$ cat src/rtl/alu_pipe.sv
// Two-stage pipelined ALU with valid/ready handshake, grouped carry-lookahead
// add/sub, {V,C,N,Z} status flags and a sticky HALT that blocks further input.
module alu_pipe #(
    parameter int unsigned WIDTH = 9,
    parameter int unsigned GROUP = 3
) (
    input  logic             clk,
    input  logic             rst_n,
    input  logic             in_valid,
    output logic             in_ready,
    input  logic [WIDTH-1:0] a,
    input  logic [WIDTH-1:0] b,
    input  logic [3:0]       opcode,
    output logic             out_valid,
    input  logic             out_ready,
    output logic [WIDTH-1:0] out,
    output logic [3:0]       flags,
    output logic             illegal,
    output logic             halted
);

    localparam int NumGroups = int'(WIDTH / GROUP);
    localparam int Grp       = int'(GROUP);

    localparam logic [3:0] OpAnd  = 4'd0;
    localparam logic [3:0] OpOr   = 4'd1;
    localparam logic [3:0] OpNot  = 4'd2;
    localparam logic [3:0] OpAdd  = 4'd3;
    localparam logic [3:0] OpMov  = 4'd4;
    localparam logic [3:0] OpSll  = 4'd5;
    localparam logic [3:0] OpSrl  = 4'd6;
    localparam logic [3:0] OpSub  = 4'd7;
    localparam logic [3:0] OpAddi = 4'd8;
    localparam logic [3:0] OpSubi = 4'd9;
    localparam logic [3:0] OpMovi = 4'd10;
    localparam logic [3:0] OpNop  = 4'd11;
    localparam logic [3:0] OpHalt = 4'd15;

    // Stage 1 state
    logic             s1_valid_q;
    logic [3:0]       s1_op_q;
    logic [WIDTH-1:0] s1_a_q, s1_b_q, s1_g_q, s1_p_q;
    logic             s1_cin_q;

    // Stage 2 state
    logic             s2_valid_q;
    logic [WIDTH-1:0] s2_out_q;
    logic [3:0]       s2_flags_q;
    logic             s2_illegal_q;
    logic             s2_halt_q;

    logic             halt_pending_q, halted_q;

    logic             advance, accept, is_sub;
    logic [WIDTH-1:0] b_eff;

    assign advance  = !s2_valid_q || out_ready;
    // Gated by rst_n so in_ready reads 0 while reset is held.
    assign in_ready = rst_n && advance && !halt_pending_q;
    assign accept   = in_valid && in_ready;
    assign is_sub   = (opcode == OpSub) || (opcode == OpSubi);
    assign b_eff    = is_sub ? ~b : b;

    // Stage 1: capture operands, inverted subtrahend and generate/propagate terms
    always_ff @(posedge clk or negedge rst_n) begin
        if (!rst_n) begin
            s1_valid_q <= 1'b0;
            s1_op_q    <= '0;
            s1_a_q     <= '0;
            s1_b_q     <= '0;
            s1_g_q     <= '0;
            s1_p_q     <= '0;
            s1_cin_q   <= 1'b0;
        end else if (advance) begin
            s1_valid_q <= accept;
            if (accept) begin
                s1_op_q  <= opcode;
                s1_a_q   <= a;
                s1_b_q   <= b_eff;
                s1_g_q   <= a & b_eff;
                s1_p_q   <= a ^ b_eff;
                s1_cin_q <= is_sub;
            end
        end
    end

    logic [WIDTH:0]   carry;
    logic             cla, term;
    logic [WIDTH-1:0] res_d;
    logic             c_d, v_d, ill_d;
    logic [3:0]       flags_d;

    // Stage 2 carry chain: lookahead inside each group, group carry-out ripples upward
    always_comb begin
        carry    = '0;
        carry[0] = s1_cin_q;
        cla      = 1'b0;
        term     = 1'b0;
        for (int gi = 0; gi < NumGroups; gi++) begin
            for (int k = 0; k < Grp; k++) begin
                // Full-propagate path from the group carry-in
                cla = carry[gi*Grp];
                for (int m = 0; m <= k; m++) begin
                    cla = cla & s1_p_q[gi*Grp+m];
                end
                // Generate at bit m, propagated through bits m+1..k
                for (int m = 0; m <= k; m++) begin
                    term = s1_g_q[gi*Grp+m];
                    for (int n = m + 1; n <= k; n++) begin
                        term = term & s1_p_q[gi*Grp+n];
                    end
                    cla = cla | term;
                end
                carry[gi*Grp+k+1] = cla;
            end
        end
    end

    // Stage 2 result select and flag generation
    always_comb begin
        res_d = '0;
        c_d   = 1'b0;
        v_d   = 1'b0;
        ill_d = 1'b0;
        case (s1_op_q)
            OpAnd:  res_d = s1_a_q & s1_b_q;
            OpOr:   res_d = s1_a_q | s1_b_q;
            OpNot:  res_d = ~s1_a_q;
            OpAdd, OpAddi, OpSub, OpSubi: begin
                res_d = s1_p_q ^ carry[WIDTH-1:0];
                c_d   = carry[WIDTH];
                v_d   = carry[WIDTH] ^ carry[WIDTH-1];
            end
            OpMov:  res_d = s1_a_q;
            OpSll: begin
                res_d = {s1_a_q[WIDTH-2:0], 1'b0};
                c_d   = s1_a_q[WIDTH-1];
            end
            OpSrl: begin
                res_d = {1'b0, s1_a_q[WIDTH-1:1]};
                c_d   = s1_a_q[0];
            end
            OpMovi: res_d = s1_b_q;
            OpNop, OpHalt: res_d = '0;
            default: ill_d = 1'b1;
        endcase
        flags_d = {v_d, c_d, res_d[WIDTH-1], (res_d == '0)};
    end

    // Stage 2 registers; data holds while the consumer stalls
    always_ff @(posedge clk or negedge rst_n) begin
        if (!rst_n) begin
            s2_valid_q   <= 1'b0;
            s2_out_q     <= '0;
            s2_flags_q   <= '0;
            s2_illegal_q <= 1'b0;
            s2_halt_q    <= 1'b0;
        end else if (advance) begin
            s2_valid_q <= s1_valid_q;
            if (s1_valid_q) begin
                s2_out_q     <= res_d;
                s2_flags_q   <= flags_d;
                s2_illegal_q <= ill_d;
                s2_halt_q    <= (s1_op_q == OpHalt);
            end
        end
    end

    // Sticky halt: pending on HALT acceptance, halted when the HALT beat retires
    always_ff @(posedge clk or negedge rst_n) begin
        if (!rst_n) begin
            halt_pending_q <= 1'b0;
            halted_q       <= 1'b0;
        end else begin
            if (accept && (opcode == OpHalt)) begin
                halt_pending_q <= 1'b1;
            end
            if (s2_valid_q && out_ready && s2_halt_q) begin
                halted_q <= 1'b1;
            end
        end
    end

    assign out_valid = s2_valid_q;
    assign out       = s2_out_q;
    assign flags     = s2_flags_q;
    assign illegal   = s2_illegal_q;
    assign halted    = halted_q;

endmodule

$ cat config.mk
export PLATFORM = sky130hd
export DESIGN_NAME = alu_pipe
export DESIGN_NICKNAME = d
export VERILOG_FILES = /design/src/rtl/alu_pipe.sv
export SDC_FILE = /design/constraint.sdc
export NUM_CORES = 1
export LEC_CHECK = 0
export CORE_MARGIN = 3
export CORE_UTILIZATION = 30
export CTS_BUF_LIST = sky130_fd_sc_hd__clkbuf_4 sky130_fd_sc_hd__clkbuf_8 sky130_fd_sc_hd__clkbuf_16
export CTS_CLUSTER_SIZE = 10
export DETAILED_ROUTE_END_ITERATION = 8
export GPL_TIMING_DRIVEN = 0
export PLACE_DENSITY = 0.52
export REMOVE_ABC_BUFFERS = 1
export SLEW_MARGIN = 20
export SYNTH_ARGS = -nofsm -noshare
export SYNTH_HDL_FRONTEND = slang
export SYNTH_SLANG_ARGS = --single-unit
$ cat constraint.sdc
create_clock -name clk -period 5.23 [get_ports clk]
set_input_delay 1.046 -clock clk [delete_from_list [all_inputs] [get_ports clk]]
set_output_delay 1.046 -clock clk [all_outputs]
set_load 0.005 [all_outputs]
==> Word level (Yosys, flattened, before mapping) <==
Cells that the tools add are included.
{ "classes": {"n_mux": 5, "n_bitwise": 44, "n_eq_ne": 15, "n_reduce_logical": 16} }
{ "op_table": {"columns": ["operator", "count"], "rows": [
  ["$pmux W9 S8", 1],
  ["$eq A4 B4 Y1 const B", 7],
  ["$eq A4 B3 Y1 const B", 5],
  ["$and A1 B1 Y1", 18],
  ["$and A9 B9 Y9", 2],
  ["$not A9 Y9", 2],
  ["$or A1 B1 Y1", 18],
  ["$xor A9 B9 Y9", 2],
  ["$reduce_or A13 Y1", 1],
  ["$logic_not A9 Y1", 1],
  ["$mux W9", 1],
  ["$or A9 B9 Y9", 1],
  ["$eq A4 B2 Y1 const B", 2],
  ["$logic_and A1 B1 Y1", 6],
  ["$eq A4 B1 Y1 const B", 1],
  ["$logic_not A4 Y1", 1],
  ["$reduce_and A2 Y1", 2],
  ["$reduce_or A4 Y1", 1],
  ["$pmux W1 S3", 1],
  ["$logic_not A1 Y1", 2],
  ["$logic_or A1 B1 Y1", 2],
  ["$mux W1", 2],
  ["$xor A1 B1 Y1", 1]
]} }
{ "totals": {"word_cells": 94, "ff_bits": 60, "in_bits": 26, "output_inout_bits": 17} }

==> Depth between registers and ports, before layout <==
Gate-level depths: netlist of run 1.
{ "depth": {"ltp_word": 20, "ltp_mapped": 15, "mapped_depth_nobuf": 15} }

==> Least setup slack after synthesis of run 1 <==
OpenSTA, ideal clock, no wires.
{ "synth_path": {"path_kind": "flip-flop to flip-flop", "from": "reg s1_p_q[0]", "to": "reg s2_flags_q[0] (netlist: flags[0])", "period_less_slack_ps": 3005, "t_required_ps": 5164, "arrival_ps": 2939, "path_stages_with_launch": 15, "setup_ps": 66, "path_buffers": 0, "slack_ps": 2225, "cell_sequence": "dfrtp_1 > ha_1 > o21a_1 > o21ai_0 > nand2b_1 > ha_1 > o21a_1 > o21ai_0 > nand2b_1 > ha_1 > o21a_1 > or3_1 > a311oi_1 > nor4bb_1 > a32o_2"} }
{ "synth_via": {"elab_chain_len": 19, "word_cells_on_any_way": 26, "classes_between": "mux: 1; bitwise: 24; reduce/logical: 1"} }
{ "synth_lines": {"columns": ["item", "line", "source"], "rows": [
  ["start: declaration", "42", "logic [WIDTH-1:0] s1_a_q, s1_b_q, s1_g_q, s1_p_q;"],
  ["start signal: assignment", "81", "s1_p_q <= a ^ b_eff;"],
  ["$and A1 B1 Y1 (3 in series)", "104", "cla = cla & s1_p_q[gi*Grp+m];"],
  ["$or A1 B1 Y1 (3 in series)", "112", "cla = cla | term;"],
  ["$and A1 B1 Y1 (3 in series)", "104", null],
  ["$or A1 B1 Y1 (3 in series)", "112", null],
  ["$and A1 B1 Y1 (2 in series)", "104", null],
  ["$or A1 B1 Y1 (2 in series)", "112", null],
  ["$xor A9 B9 Y9 (*)", "130", "res_d = s1_p_q ^ carry[WIDTH-1:0];"],
  ["$pmux W9 S8 (*)", "125", "case (s1_op_q)"],
  ["$logic_not A9 Y1 (*)", "147", "flags_d = {v_d, c_d, res_d[WIDTH-1], (res_d == '0)};"],
  ["end signal: assignment", "162", "s2_flags_q <= flags_d;"],
  ["end: declaration", "48", "logic [3:0] s2_flags_q;"]
]} }
Mark *: on every way between the ends. The rest lies on a longest branch, timed or not.
A chain may end at the register's enable or synchronous reset.

==> Final worst setup path of run 1 <==
Same ends and word-level chain as after synthesis.

==> impl_metrics.ini, run 1 <==
[status]
status = complete, no violations

[floorplanning]
rows = 37
initial_core_util = 0.315
core_area_um2 = 10500
die_h_um = 111
ios = 43
die_w_um = 111
dieArea_um2 = 12300

[yosys]
yosysWarnings = 0
synth.distinct_cells = 59
synth_seq_cells = 59
synth.avg_cell_area_um2 = 10.9
synth_flop_cell = dfrtp_1
synth-edff-count = 0
synthArstFlopShare = 1.00
yosysSeqAreaShare = 0.446
synthCells = 304
syn_area_um2 = 3310

[routing]
routed_via_density = 5.11
ant_nets = 0
num_vias = 2473
drtIter0Drc = 160
wl_per_cell_um = 15.9
wl_um = 7680
drc = 0
drtPass1Iterations = 4

[clocking]
cts_resized = 0
cts-root-buf = clkbuf_8
clockBufferDepth = 2
post_cts_buffers = 0
holdBufCountCts = 0
path_clk_slew_ps = 70
clk-insertion-delay-late_ps = 340
cts_tree = yes
cts_sinks = 59
cts_buffers = 9
htree_levels = 3

[grt]
grt_pass1_vias = 2543
antenna_found_initial = 0
grt_pass1_wl_um = 13300
grt_overflow = 0
track_usage = 0.134
grt_max_degree = 35

[layout]
diodes = 0
final_cell_mix = 59 x dfrtp_1, 44 x mux2_2, 41 x clkdlybuf4s50_1, 26 x nand2_1, 24 x o21ai_0
area_growth_pct = 21.5
drive_above_1_share = 0.218
fill_cells = 1038
fin_util = 0.383
layout_commonest_cell = dfrtp_1
final_nets = 381

[sta]
setup_viol = 0
report.final.slew_viol_count = 0
rsz0062_at_grt = false
hold_violations = 0
fmax_mhz = 276
clock_skew_ps = 9.77
worstMarginPinSlew_ps = 1030
slew_headroom = 0.310
period_needed_ps = 3630
min_period_over_period = 0.694

[setup_path]
cpPeakStageDelay_ps = 480
crit_type = reg2reg
critPathArrivalTime_ps = 3910
cp.required_ps = 5510
crit_fanout = 4
worst_path_max_delay_cell = a311oi_1
critPathLaunchType = register
critPathCaptureType = register
path_cells = ha_1 -> o21a_1 -> o21ai_0 -> nand2b_1 -> ha_1 -> o21a_1 -> o21ai_0 -> nand2b_1 -> ha_1 -> o21a_1 -> or3_1 -> a311oi_1 -> nor4bb_1 -> a32o_2

[placed_design]
place_hpwl_um = 5490
io_buffers = 42
gp_congestion = 0.801

[flow_run]
max_cap_viol_count = 0

[power]
p_per_area_nw_per_um2 = 454
p_leak_nw = 1.66
power.total_w = 0.00183
vdd_drop_max_v = 0.000149

[min_path]
hp-class = reg2reg
routing by layer:
metal	global-route usage	up-vias	wire length, um	part of all wire
met5	0	-	0	0
met4	0.0487	0	119	0.016
met3	0.0377	12	382	0.050
met2	0.208	51	3600	0.47
met1	0.177	1200	3570	0.47
li1	-	1210	-	-
cells in the mapped netlist (2+ instances only):
cell / count / share of area
a21oi_1: 11 / 0.017
a221o_1: 2 / 0.0060
a22oi_1: 5 / 0.011
a31oi_1: 2 / 0.0038
buf_2: 7 / 0.011
buf_4: 3 / 0.0068
buf_6: 5 / 0.017
dfrtp_1: 59 / 0.45
ha_1: 12 / 0.045
inv_1: 3 / 0.0034
mux2_2: 44 / 0.15
mux2i_1: 2 / 0.0060
nand2_1: 27 / 0.031
nand2b_1: 6 / 0.011
nand3_1: 3 / 0.0045
nand3b_1: 2 / 0.0045
nand4_1: 4 / 0.0076
nor2_1: 12 / 0.014
nor2b_1: 6 / 0.011
nor3_1: 12 / 0.018
o21a_1: 3 / 0.0068
o21ai_0: 24 / 0.036
o221ai_1: 2 / 0.0053
o32a_1: 2 / 0.0060
or3_1: 4 / 0.0076
xnor2_1: 9 / 0.024
metrics by stage:
step	instances	worst slack [ps]	setup TNS [ps]	hold WS (ps)	instance area, um^2
6_report	484	1600	0	469	4020
5_1_grt	484	1330	0	481	4020
4_1_cts	484	1570	0	471	4020
3_5_place_dp	468	1600	0	455	3830
3_3_place_gp	466	-726	-30800	450	3790
2_1_floorplan	288	2220	0	435	3200
worst max-delay path, delay by kind of cell, from the launching register on:
kind | cells | cell delay [ps]
flip-flops | 1 | 390
AO/OA/AOI/OAI | 7 | 1780
adder cells (fa/ha/maj) | 3 | 610
AND/OR/NAND/NOR | 4 | 790
logic make-up (layout without fill, tap and decap cells):
logic type | Yosys count | count (layout) | share of synthesized area
adder cells (fa/ha/maj) | 13 | 13 | 0.0483
AND/OR/NAND/NOR | 86 | 86 | 0.134
multiplexers | 46 | 46 | 0.156
AO/OA/AOI/OAI | 70 | 70 | 0.150
buffers and inverters | 20 | 64 | 0.0400
XOR/XNOR | 10 | 10 | 0.0264
flip-flops | 59 | 59 | 0.446
cell type report:
cell class	count	area, um^2	share of cell area
multi-input cells	225	1710	0.424
inverters	4	15.0	0.00373
clock buffers	11	145	0.0361
clock inverters	5	52.6	0.0131
flip-flops and latches	59	1480	0.367
well taps	136	170	0.0423
repair buffers	44	458	0.114
worst paths after layout:
kind,depth (start not counted),endpoint,slack (ps),from
min in group asynchronous,1,s1_g_q[6],620,rst_n
min reg2reg,1,halted,470,halted
max in group asynchronous,2,s1_a_q[0],4110,rst_n
max,14,flags[0],1600,s1_p_q[0]
max reg2reg,14,flags[0],1600,s1_p_q[0]
min,1,halted,470,halted
where the power goes:
part | switching, W | internal [W] | total, W
Sequential | 0.000168 | 0.000597 | 0.000764
Combinational | 0.000280 | 0.000364 | 0.000644
Clock | 0.000181 | 0.000236 | 0.000417
Total | 0.000629 | 0.00120 | 0.00183
flip-flops by register name, indices dropped and copies added (netlist names), 4 cells and up:
signal / cells
flags: 4
out: 8
s1_a_q: 9
s1_b_q: 9
s1_g_q: 9
s1_op_q: 4
s1_p_q: 9
Power figures use the tool's default switching activity.
==> run 2: changes to the inputs <==
--- a/config.mk
+++ b/config.mk
@@ -11,7 +11,7 @@
 export CTS_CLUSTER_SIZE = 10
 export DETAILED_ROUTE_END_ITERATION = 8
 export GPL_TIMING_DRIVEN = 0
-export PLACE_DENSITY = 0.52
+export PLACE_DENSITY = 0.53
 export REMOVE_ABC_BUFFERS = 1
 export SLEW_MARGIN = 20
 export SYNTH_ARGS = -nofsm -noshare
==> constraint.sdc (replaced) <==
create_clock -name clk -period 3.2 [get_ports clk]
set_input_delay 0.64 -clock clk [delete_from_list [all_inputs] [get_ports clk]]
set_output_delay 0.64 -clock clk [all_outputs]
set_load 0.005 [all_outputs]
==> impl_metrics.ini, run 2 (same netlist as run 1, synthesis figures left out) <==
[setup_path]
r2r_slack_ps = 30
crit_fanout = 4
critPathArrivalTime_ps = 3460
critPathLaunchType = register
critPathCaptureType = register
reg2reg_to = flags[0]
cp.required_ps = 3490
crit_type = reg2reg
worstRegToRegCells = 14
r2r_start = s1_p_q[0]

[floorplanning]
ios = 43
die_h_um = 111
die_w_um = 111
dieArea_um2 = 12300
core_area_um2 = 10500
initial_core_util = 0.315
rows = 37

[sta]
clock_skew_ps = 7.54
period_needed_ps = 3170
holdWs_ps = 190
report.final.slew_viol_count = 0
slew_headroom = 0.259
worstMarginPinSlew_ps = 1110
hold_violations = 0
fmax_mhz = 315
setup_viol = 0
min_period_over_period = 0.991
rsz0062_at_grt = true

[routing]
num_vias = 2538
drc = 0
routed_via_density = 5.20
ant_nets = 0
wl_per_cell_um = 16.1
drtIter0Drc = 118
wl_um = 7850
drtPass1Iterations = 4

[grt]
antenna_found_initial = 0
grt_pass1_vias = 2514
grt_overflow = 0
track_usage = 0.133
grt_max_degree = 37
grt_pass1_wl_um = 13100

[layout]
fin_util = 0.392
area_growth_pct = 24.5
final_nets = 385
drive_above_1_share = 0.259
layout_commonest_cell = dfrtp_1
diodes = 0
final_cell_mix = 59 x dfrtp_1, 44 x mux2_2, 41 x clkdlybuf4s50_1, 25 x nand2_1, 22 x o21ai_0

[status]
status = complete, no violations

[clocking]
cts_tree = yes
cts_sinks = 59
holdBufCountCts = 0
path_clk_slew_ps = 70
clockBufferDepth = 2
htree_levels = 3
cts_buffers = 9
clk-insertion-delay-late_ps = 350
cts-root-buf = clkbuf_8

[power]
vdd_drop_max_v = 0.000248
p_per_area_nw_per_um2 = 749
p_leak_nw = 1.68

[flow_run]
max_cap_viol_count = 0

[min_path]
hp-class = in2async

[placed_design]
io_buffers = 42
gp_congestion = 0.790
place_hpwl_um = 5470
-- run 2: cell count changes in the layout (fill, tap and decap cells not counted), sizes merged --
cell,before,now
clkinv,3,1
clkinvlp,1,2
buf,3,7
bufinv,1,0
clkbuf,11,13
-- run 2: how the worst max path moves through the flow --
| stage | startpoint | end | slack (ps) | cells past startpoint |
|---|---|---|---|---|
| final | s1_p_q[0] | flags[0] | 30 | 14 |
| after global routing | s1_p_q[0] | flags[0] | -110 | 14 |
| after CTS | s1_p_q[0] | flags[0] | 3 | 14 |
| after detailed placement | s1_p_q[0] | flags[0] | -430 | 14 |
| after global placement | rst_n | s1_p_q[4] | -2350 | 4 |
| after floorplan | s1_p_q[0] | flags[0] | 190 | 14 |
-- run 2: layout make-up --
cell class              count  area (um^2)
fillers                  1033         6380
multi-input cells         225         1780
flip-flops and latches     59         1480
repair buffers             48          488
clock buffers              13          179
well taps                 136          170
clock inverters             3         20.0
inverters                   4         15.0
-- run 2: power by group --
part	internal [W]	leakage, nW	total [W]	switching, W
registers	0.000975	0.725	0.00126	0.000281
clock network	0.000364	0.0977	0.000668	0.000304
logic	0.000657	0.853	0.00116	0.000507
-- run 2: repair_timing --
action                     CTS  global route
pin swaps                    1             2
setup endpoints to repair    2             2
gates resized for setup     10             6
buffers inserted             1             3
-- run 2: metal layers --
metal	vias to the layer above	wire length, um	GRT usage
li1	1227	-	-
met1	1229	3610	0.180
met2	69	3620	0.203
met3	13	435	0.0246
met4	0	186	0.0689
met5	-	0	0
-- run 2: worst max-delay path, stage by stage (launching register included) --
cell and delay [ps]:
dfrtp_1 380, ha_2 190, o21a_1 200, o21ai_2 140, nand2b_1 80, ha_2 180
o21a_1 210, o21ai_2 150, nand2b_1 80, ha_2 180, o21a_4 210, or3_4 350
a311oi_4 330, nor4bb_2 250, a32o_2 200
-- run 2: stage by stage --
step | setup TNS (ps) | power [W] | setup slack, ps | instance area, um^2 | std cells
floorplan | 0 | 0.00186 | 192 | 3200 | 288
global placement | -132630 | 0.00231 | -2350 | 3790 | 466
detailed placement | -613 | 0.00233 | -428 | 3830 | 468
CTS | 0 | 0.00306 | 3.10 | 4070 | 485
global route | -114 | 0.00330 | -114 | 4120 | 488
finish | 0 | 0.00309 | 29.1 | 4120 | 488
==> run 3: changes to the inputs <==
--- a/config.mk
+++ b/config.mk
@@ -6,12 +6,12 @@
 export NUM_CORES = 1
 export LEC_CHECK = 0
 export CORE_MARGIN = 3
-export CORE_UTILIZATION = 30
+export CORE_UTILIZATION = 49
 export CTS_BUF_LIST = sky130_fd_sc_hd__clkbuf_4 sky130_fd_sc_hd__clkbuf_8 sky130_fd_sc_hd__clkbuf_16
 export CTS_CLUSTER_SIZE = 10
 export DETAILED_ROUTE_END_ITERATION = 8
 export GPL_TIMING_DRIVEN = 0
-export PLACE_DENSITY = 0.53
+export PLACE_DENSITY = 0.78
 export REMOVE_ABC_BUFFERS = 1
 export SLEW_MARGIN = 20
 export SYNTH_ARGS = -nofsm -noshare
==> impl_metrics.ini, run 3 (same netlist as run 1, synthesis figures left out) <==
[status]
status = complete, no violations

[setup_path]
critPathArrivalTime_ps = 3410
reg2reg_to = flags[0]
cpPeakStageDelay_ps = 400
cp.required_ps = 3470
worst-path-buf-inv = 0
path_cells = ha_2 -> o21a_1 -> o21ai_2 -> nand2b_1 -> ha_2 -> o21a_1 -> o21ai_2 -> nand2b_1 -> ha_2 -> nor3_1 -> nor2_1 -> a2111oi_4 -> nand2_1 -> nor4_2 -> a32o_2
worst_path_max_delay_cell = a2111oi_4
critPathCaptureType = register
crit_fanout = 3
cp-startpoint = s1_p_q[0]
crit_path_frequent_cell = ha_2
cp.depth = 15
r2r_start = s1_p_q[0]
r2r_slack_ps = 60
worstRegToRegCells = 15
crit_type = reg2reg
critPathLaunchType = register
crit_family = compound AO/OA/AOI/OAI gates

[clocking]
cts_tree = yes
clk-insertion-delay-late_ps = 340
cts_buffers = 9
cts_sinks = 59
htree_levels = 3
holdBufCountCts = 0
path_clk_slew_ps = 60
cts-root-buf = clkbuf_8
clockBufferDepth = 2

[routing]
ant_nets = 0
drtIter0Drc = 247
num_vias = 2536
drtPass1Iterations = 4
routed_via_density = 5.93
wl_um = 7160
drc = 0
wl_per_cell_um = 16.7

[sta]
period_needed_ps = 3140
min_period_over_period = 0.981
rsz0062_at_grt = true
setup_viol = 0
fin_ws_ps = 59.5
holdWs_ps = 227
slew_headroom = 0.341
worstMarginPinSlew_ps = 989
finalSetupTns_ps = 0
clock_skew_ps = 8.66
fmax_mhz = 318
report.final.slew_viol_count = 0
hold_violations = 0

[floorplanning]
ios = 43
initial_core_util = 0.513
dieArea_um2 = 7780
die_h_um = 88.2
core_area_um2 = 6460
rows = 29
die_w_um = 88.2

[layout]
diodes = 0
area_growth_pct = 22.0
fin_util = 0.626
drive_above_1_share = 0.251
layout_commonest_cell = dfrtp_1
fill_cells = 511
multi_input_area_um2 = 1770
finish.instance_area_um2 = 4040
final_cell_mix = 59 x dfrtp_1, 44 x mux2_2, 41 x clkdlybuf4s50_1, 26 x nand2_1, 22 x o21ai_0
final_nets = 386
seqCellArea_um2 = 1480

[placed_design]
place_area_um2 = 3760
gp_congestion = 0.882
place_hpwl_um = 5090
place_worst_setup_slack_ps = -342
io_buffers = 42

[power]
p_leak_nw = 1.69
p_per_area_nw_per_um2 = 759
vdd_drop_max_v = 0.000453

[min_path]
hp-class = in2async

[grt]
grt_max_degree = 35
grt_overflow = 0
grt_pass1_vias = 2459
grt_pass1_wl_um = 11900
track_usage = 0.198
antenna_found_initial = 0

[flow_run]
max_cap_viol_count = 0
## run 3: area by class of cell
cell class	instances	area share
Multi-Input combinational cell	225	0.437
Sequential cell	59	0.365
Tap cell	77	0.0238
Timing Repair Buffer	49	0.124
Clock buffer	11	0.0359
Clock inverter	3	0.00991
Inverter	4	0.00372
## run 3: how the worst max path moves through the flow
stage	endpoint	slack, ps
2_1_floorplan	flags[0]	190
4_1_cts	flags[0]	8
3_3_place_gp	s1_p_q[0]	-2100
3_5_place_dp	flags[0]	-340
6_report	flags[0]	60
5_1_grt	flags[0]	-110
## run 3: where the power goes
group / internal, W / switching, W
sequential: 0.000976 / 0.000284
combinational: 0.000668 / 0.000489
clock: 0.000378 / 0.000271
## run 3: routing by layer
layer	routed length, um	vias to the layer above	track usage
met3	507	13	0.0428
met5	0	-	0
met2	3410	88	0.307
li1	-	1215	-
met4	116	0	0.0838
met1	3120	1220	0.269
## run 3: metrics by stage
stage | power [W] | std cells
2_1_floorplan | 0.00186 | 288
3_3_place_gp | 0.00227 | 407
3_5_place_dp | 0.00231 | 409
4_1_cts | 0.00301 | 424
5_1_grt | 0.00328 | 428
6_report | 0.00307 | 428
## run 3: repair_timing
action                                  in CTS  in global routing
pin swaps                                    2                  1
buffers inserted                             1                  4
endpoints found under the setup margin       2                  2
gates resized for setup                      9                  4
